$ cat config.mk
export PLATFORM = sky130hd
export DESIGN_NAME = chip_slot_arbiter_flat
export DESIGN_NICKNAME = d
export VERILOG_FILES = /design/src/rtl/chip_slot_arbiter_if.sv /design/src/rtl/chip_slot_arbiter.sv /design/src/flat_wrapper.sv
export SDC_FILE = /design/constraint.sdc
export NUM_CORES = 1
export LEC_CHECK = 0
export ABC_CLOCK_PERIOD_IN_PS = 2700
export CAP_MARGIN = 5
export CORE_ASPECT_RATIO = 1.75
export CORE_MARGIN = 3
export CORE_UTILIZATION = 25
export CTS_CLUSTER_DIAMETER = 100
export DETAILED_ROUTE_END_ITERATION = 7
export PLACE_DENSITY = 0.57
export SLEW_MARGIN = 40
export SYNTH_ARGS = -nofsm -noshare
export SYNTH_HDL_FRONTEND = slang
export SYNTH_SLANG_ARGS = --single-unit
$ cat constraint.sdc
create_clock -name C14M -period 2.7 [get_ports C14M]
set_clock_uncertainty 0.15 [all_clocks]
set_input_delay 0.675 -clock C14M [delete_from_list [all_inputs] [get_ports C14M]]
set_output_delay 0.675 -clock C14M [all_outputs]
set_load 0.005 [all_outputs]
$ cat src/rtl/chip_slot_arbiter_if.sv
// Port bundle for the chip-bus slot arbiter: decoder strobes and requests in,
// slot ownership, timebase and CPU handshake out.
interface chip_slot_arbiter_if;
    logic       nCDR;
    logic       nCDW;
    logic       nRGAE;
    logic       nBLS;
    logic       dma_req;
    logic       blt_req;
    logic       blt_nasty;
    logic       nDBR;
    logic       XRDY;
    logic       dma_grant;
    logic       blt_grant;
    logic       cpu_grant;
    logic       reg_cyc;
    logic [7:0] slot_idx;
    logic [1:0] phase;
    logic       refresh;

    modport master (
        output nCDR, nCDW, nRGAE, nBLS, dma_req, blt_req, blt_nasty,
        input  nDBR, XRDY, dma_grant, blt_grant, cpu_grant, reg_cyc, slot_idx, phase, refresh
    );

    modport slave (
        input  nCDR, nCDW, nRGAE, nBLS, dma_req, blt_req, blt_nasty,
        output nDBR, XRDY, dma_grant, blt_grant, cpu_grant, reg_cyc, slot_idx, phase, refresh
    );
endinterface

$ cat src/rtl/chip_slot_arbiter.sv
// Chip-bus slot sequencer: 4-cycle slots granted to fixed DMA, CPU or blitter, with CPU XRDY handshake.
// Define CHIP_SLOT_REFRESH_EN to reserve slots 0..3 of every line for refresh.
//
// state | meaning
// IDLE  | no CPU chip cycle outstanding
// WAIT  | CPU strobe seen, waiting to win a slot
// CYC   | CPU owns the current slot
// DONE  | XRDY high, waiting for the strobes to release
module chip_slot_arbiter #(
    parameter int HSLOTS    = 227,
    parameter int BLT_YIELD = 3
) (
    input logic                C14M,
    input logic                nRESET,
    chip_slot_arbiter_if.slave bus
);
    localparam int            YW        = $clog2(BLT_YIELD + 1);
    localparam logic [YW-1:0] YIELD_MAX = YW'(BLT_YIELD);
    localparam logic [7:0]    LAST_SLOT = 8'(HSLOTS - 1);

    typedef enum logic [1:0] {IDLE, WAIT, CYC, DONE} cpuState_t;

    cpuState_t     cpuState;
    logic [1:0]    phase;
    logic [7:0]    slotIdx;
    logic [7:0]    nextSlot;
    logic [YW-1:0] yieldCnt;
    logic [YW-1:0] yieldNext;
    logic          nDbrQ;
    logic          xrdyQ;
    logic          dmaGrant;
    logic          bltGrant;
    logic          cpuGrant;
    logic          regCyc;
    logic          refreshQ;
    logic          strobe;
    logic          cpuReq;
    logic          refreshNext;
    logic          dmaWin;
    logic          bltWin;
    logic          cpuWin;

    assign nextSlot = (slotIdx == LAST_SLOT) ? 8'd0 : slotIdx + 8'd1;

`ifdef CHIP_SLOT_REFRESH_EN
    assign refreshNext = (nextSlot < 8'd4);
`else
    assign refreshNext = 1'b0;
`endif

    // A strobe still held from a finished cycle must not win another slot.
    assign strobe = ~bus.nCDR | ~bus.nCDW;
    assign cpuReq = strobe && (cpuState == IDLE || cpuState == WAIT);

    always_comb begin
        dmaWin    = 1'b0;
        bltWin    = 1'b0;
        cpuWin    = 1'b0;
        yieldNext = yieldCnt;
        if (!refreshNext) begin
            if (nextSlot[0] && bus.dma_req) begin
                dmaWin = 1'b1;
            end else if (cpuReq && bus.blt_req) begin
                if ((!bus.blt_nasty && yieldCnt == YIELD_MAX) || !bus.nBLS) begin
                    cpuWin = 1'b1;
                end else begin
                    bltWin = 1'b1;
                    if (yieldCnt != YIELD_MAX) yieldNext = yieldCnt + YW'(1);
                end
            end else if (cpuReq) begin
                cpuWin = 1'b1;
            end else if (bus.blt_req) begin
                bltWin = 1'b1;
            end
            if (cpuWin || !cpuReq) yieldNext = '0;
        end
    end

    always_ff @(posedge C14M) begin
        if (!nRESET) begin
            phase    <= 2'd0;
            slotIdx  <= 8'd0;
            nDbrQ    <= 1'b1;
            xrdyQ    <= 1'b0;
            dmaGrant <= 1'b0;
            bltGrant <= 1'b0;
            cpuGrant <= 1'b0;
            regCyc   <= 1'b0;
            refreshQ <= 1'b0;
            yieldCnt <= '0;
            cpuState <= IDLE;
        end else begin
            phase <= phase + 2'd1;
            if (phase == 2'd3) begin
                slotIdx  <= nextSlot;
                dmaGrant <= dmaWin;
                bltGrant <= bltWin;
                cpuGrant <= cpuWin;
                regCyc   <= cpuWin & ~bus.nRGAE;
                refreshQ <= refreshNext;
                nDbrQ    <= ~(dmaWin | bltWin | refreshNext);
                yieldCnt <= yieldNext;
            end

            case (cpuState)
                IDLE, WAIT: begin
                    if (!strobe) cpuState <= IDLE;
                    else if (phase == 2'd3 && cpuWin) cpuState <= CYC;
                    else cpuState <= WAIT;
                end
                CYC: begin
                    if (!strobe) begin
                        cpuState <= IDLE;
                        cpuGrant <= 1'b0;
                        regCyc   <= 1'b0;
                    end else if (phase == 2'd2) begin
                        // Raised one edge early so XRDY is seen during the last cycle of the owned slot.
                        xrdyQ    <= 1'b1;
                        cpuState <= DONE;
                    end
                end
                DONE: begin
                    if (!strobe) begin
                        xrdyQ    <= 1'b0;
                        cpuState <= IDLE;
                    end
                end
                default: cpuState <= IDLE;
            endcase
        end
    end

    assign bus.phase     = phase;
    assign bus.slot_idx  = slotIdx;
    assign bus.nDBR      = nDbrQ;
    assign bus.XRDY      = xrdyQ;
    assign bus.dma_grant = dmaGrant;
    assign bus.blt_grant = bltGrant;
    assign bus.cpu_grant = cpuGrant;
    assign bus.reg_cyc   = regCyc;
    assign bus.refresh   = refreshQ;
endmodule

$ cat src/flat_wrapper.sv
// flat-port wrapper written by rule: the top's interface ports become plain ports
module chip_slot_arbiter_flat 
#(
    parameter int HSLOTS    = 227,
    parameter int BLT_YIELD = 3
)
  (C14M, nRESET, bus_nCDR, bus_nCDW, bus_nRGAE, bus_nBLS, bus_dma_req, bus_blt_req, bus_blt_nasty, bus_nDBR, bus_XRDY, bus_dma_grant, bus_blt_grant, bus_cpu_grant, bus_reg_cyc, bus_slot_idx, bus_phase, bus_refresh);
  chip_slot_arbiter_if bus_i ();
  input logic C14M;
  input logic nRESET;
  input wire logic [$bits(bus_i.nCDR)-1:0] bus_nCDR;
  input wire logic [$bits(bus_i.nCDW)-1:0] bus_nCDW;
  input wire logic [$bits(bus_i.nRGAE)-1:0] bus_nRGAE;
  input wire logic [$bits(bus_i.nBLS)-1:0] bus_nBLS;
  input wire logic [$bits(bus_i.dma_req)-1:0] bus_dma_req;
  input wire logic [$bits(bus_i.blt_req)-1:0] bus_blt_req;
  input wire logic [$bits(bus_i.blt_nasty)-1:0] bus_blt_nasty;
  output wire logic [$bits(bus_i.nDBR)-1:0] bus_nDBR;
  output wire logic [$bits(bus_i.XRDY)-1:0] bus_XRDY;
  output wire logic [$bits(bus_i.dma_grant)-1:0] bus_dma_grant;
  output wire logic [$bits(bus_i.blt_grant)-1:0] bus_blt_grant;
  output wire logic [$bits(bus_i.cpu_grant)-1:0] bus_cpu_grant;
  output wire logic [$bits(bus_i.reg_cyc)-1:0] bus_reg_cyc;
  output wire logic [$bits(bus_i.slot_idx)-1:0] bus_slot_idx;
  output wire logic [$bits(bus_i.phase)-1:0] bus_phase;
  output wire logic [$bits(bus_i.refresh)-1:0] bus_refresh;
  assign bus_i.nCDR = bus_nCDR;
  assign bus_i.nCDW = bus_nCDW;
  assign bus_i.nRGAE = bus_nRGAE;
  assign bus_i.nBLS = bus_nBLS;
  assign bus_i.dma_req = bus_dma_req;
  assign bus_i.blt_req = bus_blt_req;
  assign bus_i.blt_nasty = bus_blt_nasty;
  assign bus_nDBR = bus_i.nDBR;
  assign bus_XRDY = bus_i.XRDY;
  assign bus_dma_grant = bus_i.dma_grant;
  assign bus_blt_grant = bus_i.blt_grant;
  assign bus_cpu_grant = bus_i.cpu_grant;
  assign bus_reg_cyc = bus_i.reg_cyc;
  assign bus_slot_idx = bus_i.slot_idx;
  assign bus_phase = bus_i.phase;
  assign bus_refresh = bus_i.refresh;
  chip_slot_arbiter #(.HSLOTS(HSLOTS), .BLT_YIELD(BLT_YIELD)) u_core (.C14M(C14M), .nRESET(nRESET), .bus(bus_i));
endmodule
==> results of run 1 <==
-- cell usage in the layout, fill, tap and decap left out --
| cell | synthesis | routed |
|---|---|---|
| nand2b_1 | 5 | 5 |
| o221ai_1 | 1 | 1 |
| clkdlybuf4s50_1 | 0 | 24 |
| and2_1 | 2 | 2 |
| clkbuf_8 | 0 | 3 |
| xor2_1 | 3 | 3 |
| nor2_1 | 12 | 12 |
| buf_4 | 1 | 2 |
| nor2b_1 | 2 | 2 |
| o21ai_0 | 3 | 3 |
| a21oi_1 | 5 | 5 |
| nand3_1 | 2 | 2 |
| or3b_2 | 1 | 1 |
| o31ai_2 | 1 | 1 |
| a311o_1 | 1 | 1 |
| nand4_1 | 4 | 4 |
| ha_1 | 5 | 5 |
| a211oi_1 | 1 | 1 |
| a31o_2 | 2 | 2 |
| and4bb_1 | 1 | 1 |
| nor3_1 | 2 | 2 |
| o32ai_1 | 1 | 1 |
| inv_1 | 5 | 5 |
| a32o_1 | 1 | 1 |
| a22oi_2 | 1 | 1 |
| nand2_1 | 10 | 10 |
| and4b_1 | 1 | 1 |
| nor4_1 | 1 | 1 |
| xnor2_1 | 4 | 4 |
| conb_1 | 1 | 1 |
| o21a_1 | 1 | 1 |
| dfxtp_1 | 20 | 20 |
| a21o_1 | 1 | 1 |
| o21bai_1 | 1 | 1 |
| a31oi_1 | 1 | 1 |
-- area by class of cell --
cell class | instances | area, um^2
Inverter | 5 | 18.8
Tap cell | 45 | 56.3
Timing Repair Buffer | 26 | 255
Multi-Input combinational cell | 77 | 505
Sequential cell | 20 | 400
Clock buffer | 3 | 41.3
Fill cell | 375 | 2230
-- stage by stage --
step                      utilization  std cells  setup slack [ps]
after floorplan                     -        105              1000
after global placement          0.353        173               535
after detailed placement        0.353        173               513
after CTS                       0.365        176               574
after global routing            0.365        176               509
final                           0.365        176               594
-- routing by layer --
layer	part of all wire	global-route usage	wire length, um
met5	0	0	0
met2	0.50	0.182	1060
met4	0.023	0.0558	48
met1	0.44	0.113	944
met3	0.036	0.0206	76
-- synthesized netlist by cell type --
master	count	area [um^2]
dfxtp_1	20	400
nor2_1	12	45.0
nand2_1	10	37.5
a21oi_1	5	25.0
ha_1	5	62.6
inv_1	5	18.8
nand2b_1	5	31.3
nand4_1	4	25.0
xnor2_1	4	35.0
o21ai_0	3	15.0
xor2_1	3	26.3
a31o_2	2	17.5
and2_1	2	12.5
clkbuf_1	2	7.51
nand3_1	2	10.0
nor2b_1	2	12.5
nor3_1	2	10.0
a211oi_1	1	7.51
a21o_1	1	7.51
a22oi_2	1	12.5
a311o_1	1	10.0
a31oi_1	1	6.26
a32o_1	1	10.0
and4b_1	1	10.0
and4bb_1	1	12.5
buf_4	1	7.51
conb_1	1	3.75
nor4_1	1	6.26
o21a_1	1	7.51
o21bai_1	1	7.51
o221ai_1	1	8.76
o31ai_2	1	12.5
o32ai_1	1	8.76
or3b_2	1	8.76
-- power breakdown --
group,internal [uW],switching (uW),leakage (uW)
registers,304,8.26,0.000162
logic,37.4,29.7,0.000287
clock network,99.1,87.4,0.0000216
total,440,125,0.000471
-- sequential cells by signal, indices dropped and copies added (netlist names) --
| signal | flops |
|---|---|
| u_core.bus.XRDY | 1 |
| u_core.bus.phase | 2 |
| u_core.bus.blt_grant | 1 |
| u_core.bus.dma_grant | 1 |
| u_core.yieldCnt | 2 |
| u_core.bus.nDBR | 1 |
| u_core.bus.cpu_grant | 1 |
| u_core.bus.slot_idx | 8 |
| u_core.cpuState | 2 |
| u_core.bus.reg_cyc | 1 |
-- how the worst min path moves through the flow --
stage | to | slack (ps) | from
2_1_floorplan | u_core.bus.phase[0] | 300 | u_core.bus.phase[0]
3_3_place_gp | u_core.bus.phase[0] | 310 | u_core.bus.phase[0]
3_5_place_dp | u_core.bus.phase[0] | 310 | u_core.bus.phase[0]
4_1_cts | u_core.bus.phase[0] | 330 | u_core.bus.phase[0]
5_1_grt | u_core.bus.phase[0] | 340 | u_core.bus.phase[0]
6_report | u_core.bus.phase[0] | 320 | u_core.bus.phase[0]
-- cell families (layout without fill, tap and decap cells) --
logic type               after synthesis  in the layout  synth area share
AO/OA/AOI/OAI                         21             21             0.166
XOR/XNOR                               7              7            0.0652
adder cells (fa/ha/maj)                5              5            0.0666
buffers and inverters                  8             34            0.0360
flip-flops                            20             20             0.426
other                                  1              1           0.00399
AND/OR/NAND/NOR                       43             43             0.236
==> flow_summary.ini, run 1 <==
[worst_setup_path]
cpPeakStageDelay_ps = 560
critPathSlowestCell = clkdlybuf4s50_1
crit_start = u_core.bus.slot_idx[0]
cp.arrival_ps = 1280
path_cells = clkdlybuf4s50_1
cp.required_ps = 1880
crit_fanout = 7
worstSetupPathType = register to output port
timing.rr.start = u_core.bus.slot_idx[0]
startpoint_type = register
cp.depth = 1
cp-endpoint = bus_slot_idx[0]
rrSetupSlack_ps = 810
path_delay_family = buffers and inverters
r2r_end = u_core.yieldCnt[1]
ff2ff_path_depth = 6
end_kind = output port
cp_num_buf_inv = 1

[cells_and_area]
final_cell_area_mm2 = 0.00128
area_growth_pct = 36.0
antenna_cells = 0
fin_nets = 147
layout-drive-gt1-share = 0.0763

[sta]
max_freq_ghz = 0.475
hold_viol = 0
finalSetupViolCount = 0
hold_ws_ps = 317
finalSetupTns_ps = 0
drv_slew = 0
min_period_ps = 2110
fin_crit_sh = 0.780
rsz0062_at_grt = no

[die]
rows = 28
dieArea_mm2 = 0.00456
die_h_um = 87.1
initial_utilization = 0.268
core_mm2 = 0.00350
die_x_um = 52.3
ios = 26

[drt]
wirelength_um = 2130
drt_iter0_drc = 13
viasPerCell = 4.63
remaining_drc_errors = 0
wire_per_inst_um = 12.1
antenna_left = 0
firstDrtPassIters = 2
vias = 814

[synth]
ys_types = 34
synth_seq_cells = 20
netlist_area_um2 = 940
yosys_warnings = 0
syn_inst = 105
seq_area_frac_synth = 0.426
syn_area_per_cell_um2 = 8.95
synth_nets = 119

[placement]
place_hpwl_um = 1670
gp_congestion = 0.770
dpl_cell_area_mm2 = 0.00124
numPortBuffers = 24

[clock_network]
h-tree-depth = 1
cts_buffers = 3
cts.path.max_buffers = 2
cts.sinks = 20
cts_root_buffer = clkbuf_8
cts.clk_slew.worst_paths_ps = 70
postCtsSetupBuffers = 0
tritoncts = built
postCtsHoldBufs = 0
clkLatencyLatePin_ps = 250
postCtsResizedCells = 0

[pwr]
p_per_area_mw_per_mm2 = 443
vdd_ir_drop_max_mv = 0.230
power_uw = 566
p_leak_uw = 0.000471

[min_path]
hp-class = register to register
worstHoldPathCells = 1

[outcome]
outcome = finished, final reports clean

[global_routing]
grt_pass1_vias = 820
grt.overflow.total = 0
grt_usage = 0.104
grt_pass1_wl_um = 3490
grt_start_max_net_pins = 16
antenna_found_initial = 0

[job]
drv_cap = 0
(Power assumes the default switching activity.)
==> run 2, diff against run 1 <==
Settings changed: ABC_CLOCK_PERIOD_IN_PS 2700 to 1700, PLACE_DENSITY 0.57 to 0.59.
Clock period 2.7 ns to 1.7 ns, I/O delays scaled along.
==> run 2 against run 1 <==
- die area unchanged
- count of clock-buffer cells in the layout increased by 1
- combinational power increased by 120%
==> flow_summary.ini, run 2 (synthesis results as in run 1) <==
[worst_setup_path]
cp.arrival_ps = 1700
timing.rr.start = u_core.bus.slot_idx[2]
cp_num_buf_inv = 1
end_kind = register
path_cells = buf_6, and4b_2, a22oi_2, a311o_1, o31ai_2
crit_fanout = 4
crit_start = u_core.bus.slot_idx[2]
path_delay_family = compound AO/OA/AOI/OAI gates
cp.required_ps = 1730
cpPeakStageDelay_ps = 370
r2r_end = u_core.bus.reg_cyc
startpoint_type = register
ff2ff_path_depth = 5
critPathSlowestCell = a311o_1
worstSetupPathType = register to register
rrSetupSlack_ps = 30

[sta]
finalSetupViolCount = 0
fin_crit_sh = 0.982
min_period_ps = 1670
max_freq_ghz = 0.599
hold_viol = 0
hold_ws_ps = 317
rsz0062_at_grt = yes
drv_slew = 0
setup_ws_ps = 30.2

[min_path]
worstHoldPathCells = 2
hp-class = register to register
whs_endpoint = u_core.bus.cpu_grant
hp-start = u_core.bus.cpu_grant

[cells_and_area]
final_cell_mix = 19 x buf_4, 12 x nor2_1, 10 x nand2_1, 10 x clkdlybuf4s50_1, 9 x dfxtp_2
finish.utilization = 0.438
n_fill_cell = 346
fin_nets = 166
final_cell_area_mm2 = 0.00154
area_growth_pct = 63.4
antenna_cells = 0
final_common_cell = buf_4
layout-drive-gt1-share = 0.325
largest_reg_flops = 8

[die]
ios = 26
dieArea_mm2 = 0.00456
core_mm2 = 0.00350
initial_utilization = 0.268
die_h_um = 87.1
rows = 28
die_x_um = 52.3

[global_routing]
antenna_found_initial = 0
grt.overflow.total = 0
grt_pass1_wl_um = 3880
grt_usage = 0.111
grt_pass1_vias = 944
grt_start_max_net_pins = 16

[clock_network]
h-tree-depth = 1
cts.sinks = 20
tritoncts = built
cts.path.max_buffers = 2
postCtsHoldBufs = 0
cts.clk_slew.worst_paths_ps = 70
clkLatencyLatePin_ps = 250
cts_root_buffer = clkbuf_8
cts_buffers = 3

[drt]
wirelength_um = 2450
viasPerCell = 4.65
antenna_left = 0
wire_per_inst_um = 12.5
vias = 911
drt_iter0_drc = 12
remaining_drc_errors = 0
firstDrtPassIters = 4

[pwr]
p_leak_uw = 0.000739
vdd_ir_drop_max_mv = 0.372
power_uw = 989
p_per_area_mw_per_mm2 = 644

[placement]
place_ws_ps = -192
dpl_cell_area_mm2 = 0.00133
place_hpwl_um = 1770
numPortBuffers = 24
gp_congestion = 0.730

[job]
drv_cap = 0

[outcome]
outcome = finished, final reports clean
-- run 2: worst max path at each step --
| stage | end | cells past startpoint |
|---|---|---|
| floorplan | u_core.yieldCnt[1] | 6 |
| global placement | u_core.bus.reg_cyc | 5 |
| detailed placement | u_core.bus.reg_cyc | 5 |
| CTS | bus_blt_grant | 1 |
| global route | u_core.bus.reg_cyc | 6 |
| finish | u_core.bus.reg_cyc | 5 |
-- run 2: worst register-to-register path: stages, from the launching register on --
cell,delay (ps)
dfxtp_2,330
buf_6,110
and4b_2,310
a22oi_2,110
a311o_1,370
o31ai_2,210
-- run 2: what timing repair did --
| item | in CTS | in global routing |
|---|---|---|
| gates cloned | 0 | 0 |
| setup endpoints to repair | 13 | 14 |
| pin swaps | 0 | 9 |
| setup buffers | 3 | 3 |
| gates resized for setup | 21 | 21 |
-- run 2: routing by layer --
metal	up-vias	global-route usage	wire length (um)
met5	-	0	0
met4	0	0.0651	26
met3	2	0.0189	113
met2	20	0.195	1310
met1	427	0.119	991
li1	462	-	-
-- run 2: power by group --
part | switching (uW) | total [uW] | internal [uW]
Combinational | 63.6 | 145 | 81.1
Sequential | 10.6 | 490 | 479
Clock | 148 | 354 | 206
Total | 223 | 989 | 766
-- run 2: through the flow --
stage	setup TNS [ps]	cells
finish	0	196
CTS	0	193
global route	-140	196
detailed placement	-1410	186
floorplan	0	105
global placement	-1090	186
-- run 2: final cells by class --
| class | instances | area, um^2 | share of cell area |
|---|---|---|---|
| clock buffer | 4 | 55.1 | 0.0359 |
| inverter | 5 | 18.8 | 0.0122 |
| multi-input combinational | 77 | 568 | 0.370 |
| sequential | 20 | 423 | 0.275 |
| tap | 45 | 56.3 | 0.0367 |
| timing repair buffer | 45 | 414 | 0.270 |
==> run 3, diff against run 2 <==
Settings changed: REMOVE_ABC_BUFFERS set to 1, TNS_END_PERCENT set to 5.
==> run 3 against run 2 <==
- setup slack gained 7.9 ps
- sequential share of layout area grew 1.6 points
- clock power is essentially flat
- largest power group unchanged
==> flow_summary.ini, run 3 (synthesis results as in run 1) <==
[placement]
place_hpwl_um = 1720
place_ws_ps = -200
gp_congestion = 0.796
numPortBuffers = 24
dp.cells = 183
dpl_cell_area_mm2 = 0.00131

[cells_and_area]
final_cell_mix = 13 x buf_4, 12 x nor2_1, 11 x clkdlybuf4s50_1
antenna_cells = 0
layout-drive-gt1-share = 0.301
area_growth_pct = 53.7
finish.utilization = 0.412
final_common_cell = buf_4
fin_nets = 158
n_fill_cell = 364
final_cell_area_mm2 = 0.00144
largest_reg_flops = 8
layout.cells.non_filler = 188

[pwr]
p_leak_uw = 0.000636
p_per_area_mw_per_mm2 = 681
vdd_ir_drop_max_mv = 0.315

[worst_setup_path]
cp.arrival_ps = 1650
critPathSlowestCell = a22oi_2
worstSetupPathType = register to register
crit_fanout = 5
end_kind = register
cp.required_ps = 1690
cpPeakStageDelay_ps = 350
startpoint_type = register
path_cells = inv_2, ha_4, and4b_2, a22oi_2, o21bai_4, nand3_2
path_delay_family = compound AO/OA/AOI/OAI gates
cp_num_buf_inv = 1

[global_routing]
grt_pass1_wl_um = 3670
grt_pass1_vias = 893
grt_usage = 0.104
grt_start_max_net_pins = 12
antenna_found_initial = 0
grt.overflow.total = 0

[drt]
wire_per_inst_um = 12.5
wirelength_um = 2350
vias = 894
viasPerCell = 4.76
remaining_drc_errors = 0
drt_iter0_drc = 10
antenna_left = 0
firstDrtPassIters = 4

[clock_network]
cts.sinks = 20
postCtsHoldBufs = 0
cts.path.max_buffers = 2
cts_root_buffer = clkbuf_8
h-tree-depth = 1
cts.clk_slew.worst_paths_ps = 70
cts_buffers = 3
clkLatencyLatePin_ps = 250
tritoncts = built

[sta]
drv_slew = 0
finalSetupViolCount = 0
min_period_ps = 1660
hold_viol = 0
max_freq_ghz = 0.602
rsz0062_at_grt = yes
setup_ws_ps = 38.1
fin_crit_sh = 0.978

[min_path]
hp-class = register to register

[outcome]
outcome = finished, final reports clean

[job]
drv_cap = 0

[die]
dieArea_mm2 = 0.00456
rows = 28
die_x_um = 52.3
initial_utilization = 0.268
ios = 26
die_h_um = 87.1
core_mm2 = 0.00350
run 3: changes by cell type in the layout (fill, tap and decap cells not counted), sizes merged:
cell           change
buf                -8
dlymetal6s2s       -3
dlygate4sd2        +2
clkdlybuf4s50      +1
run 3: metrics by stage:
| stage | total power [uW] | hold slack (ps) | TNS (ps) |
|---|---|---|---|
| 2_1_floorplan | 551 | 300 | -369 |
| 3_3_place_gp | 631 | 307 | -1070 |
| 3_5_place_dp | 633 | 316 | -1160 |
| 4_1_cts | 986 | 326 | 0 |
| 5_1_grt | 1030 | 357 | -229 |
| 6_report | 984 | 321 | 0 |
run 3: report_power, final:
group / total, uW / switching (uW) / internal [uW]
clock: 357 / 151 / 206
sequential: 489 / 8.77 / 481
combinational: 138 / 62.6 / 75.4
run 3: timing repair:
| action | in CTS | in global routing |
|---|---|---|
| setup buffers | 0 | 1 |
| gates resized for setup | 21 | 17 |
| pin swaps | 0 | 7 |
| endpoints found under the setup margin | 13 | 12 |
run 3: path summary, 6_finish.rpt:
| kind | start | end | slack [ps] | cells after the start |
|---|---|---|---|---|
| setup reg to reg | u_core.bus.slot_idx[0] | u_core.bus.nDBR | 40 | 6 |
| hold / removal | u_core.bus.cpu_grant | u_core.bus.cpu_grant | 320 | 2 |
| setup / recovery | u_core.bus.slot_idx[0] | u_core.bus.nDBR | 40 | 6 |
| hold reg to reg | u_core.bus.cpu_grant | u_core.bus.cpu_grant | 320 | 2 |
run 3: worst min-delay path: stages, from the launching register on:
cell and delay, ps:
dfxtp_1 310, nand2b_1 60, a21oi_1 60
run 3: final cells by class:
class / count / area, um^2 / area share
multi-input cells: 77 / 557 / 0.386
well taps: 45 / 56.3 / 0.0390
inverters: 5 / 18.8 / 0.0130
flip-flops and latches: 20 / 420 / 0.291
clock buffers: 4 / 55.1 / 0.0381
repair buffers: 37 / 337 / 0.233
run 3: per-layer routing:
layer,global-route usage,part of all wire
met5,0,0
met4,0.0512,0.016
met3,0.0154,0.058
met2,0.183,0.52
met1,0.118,0.40
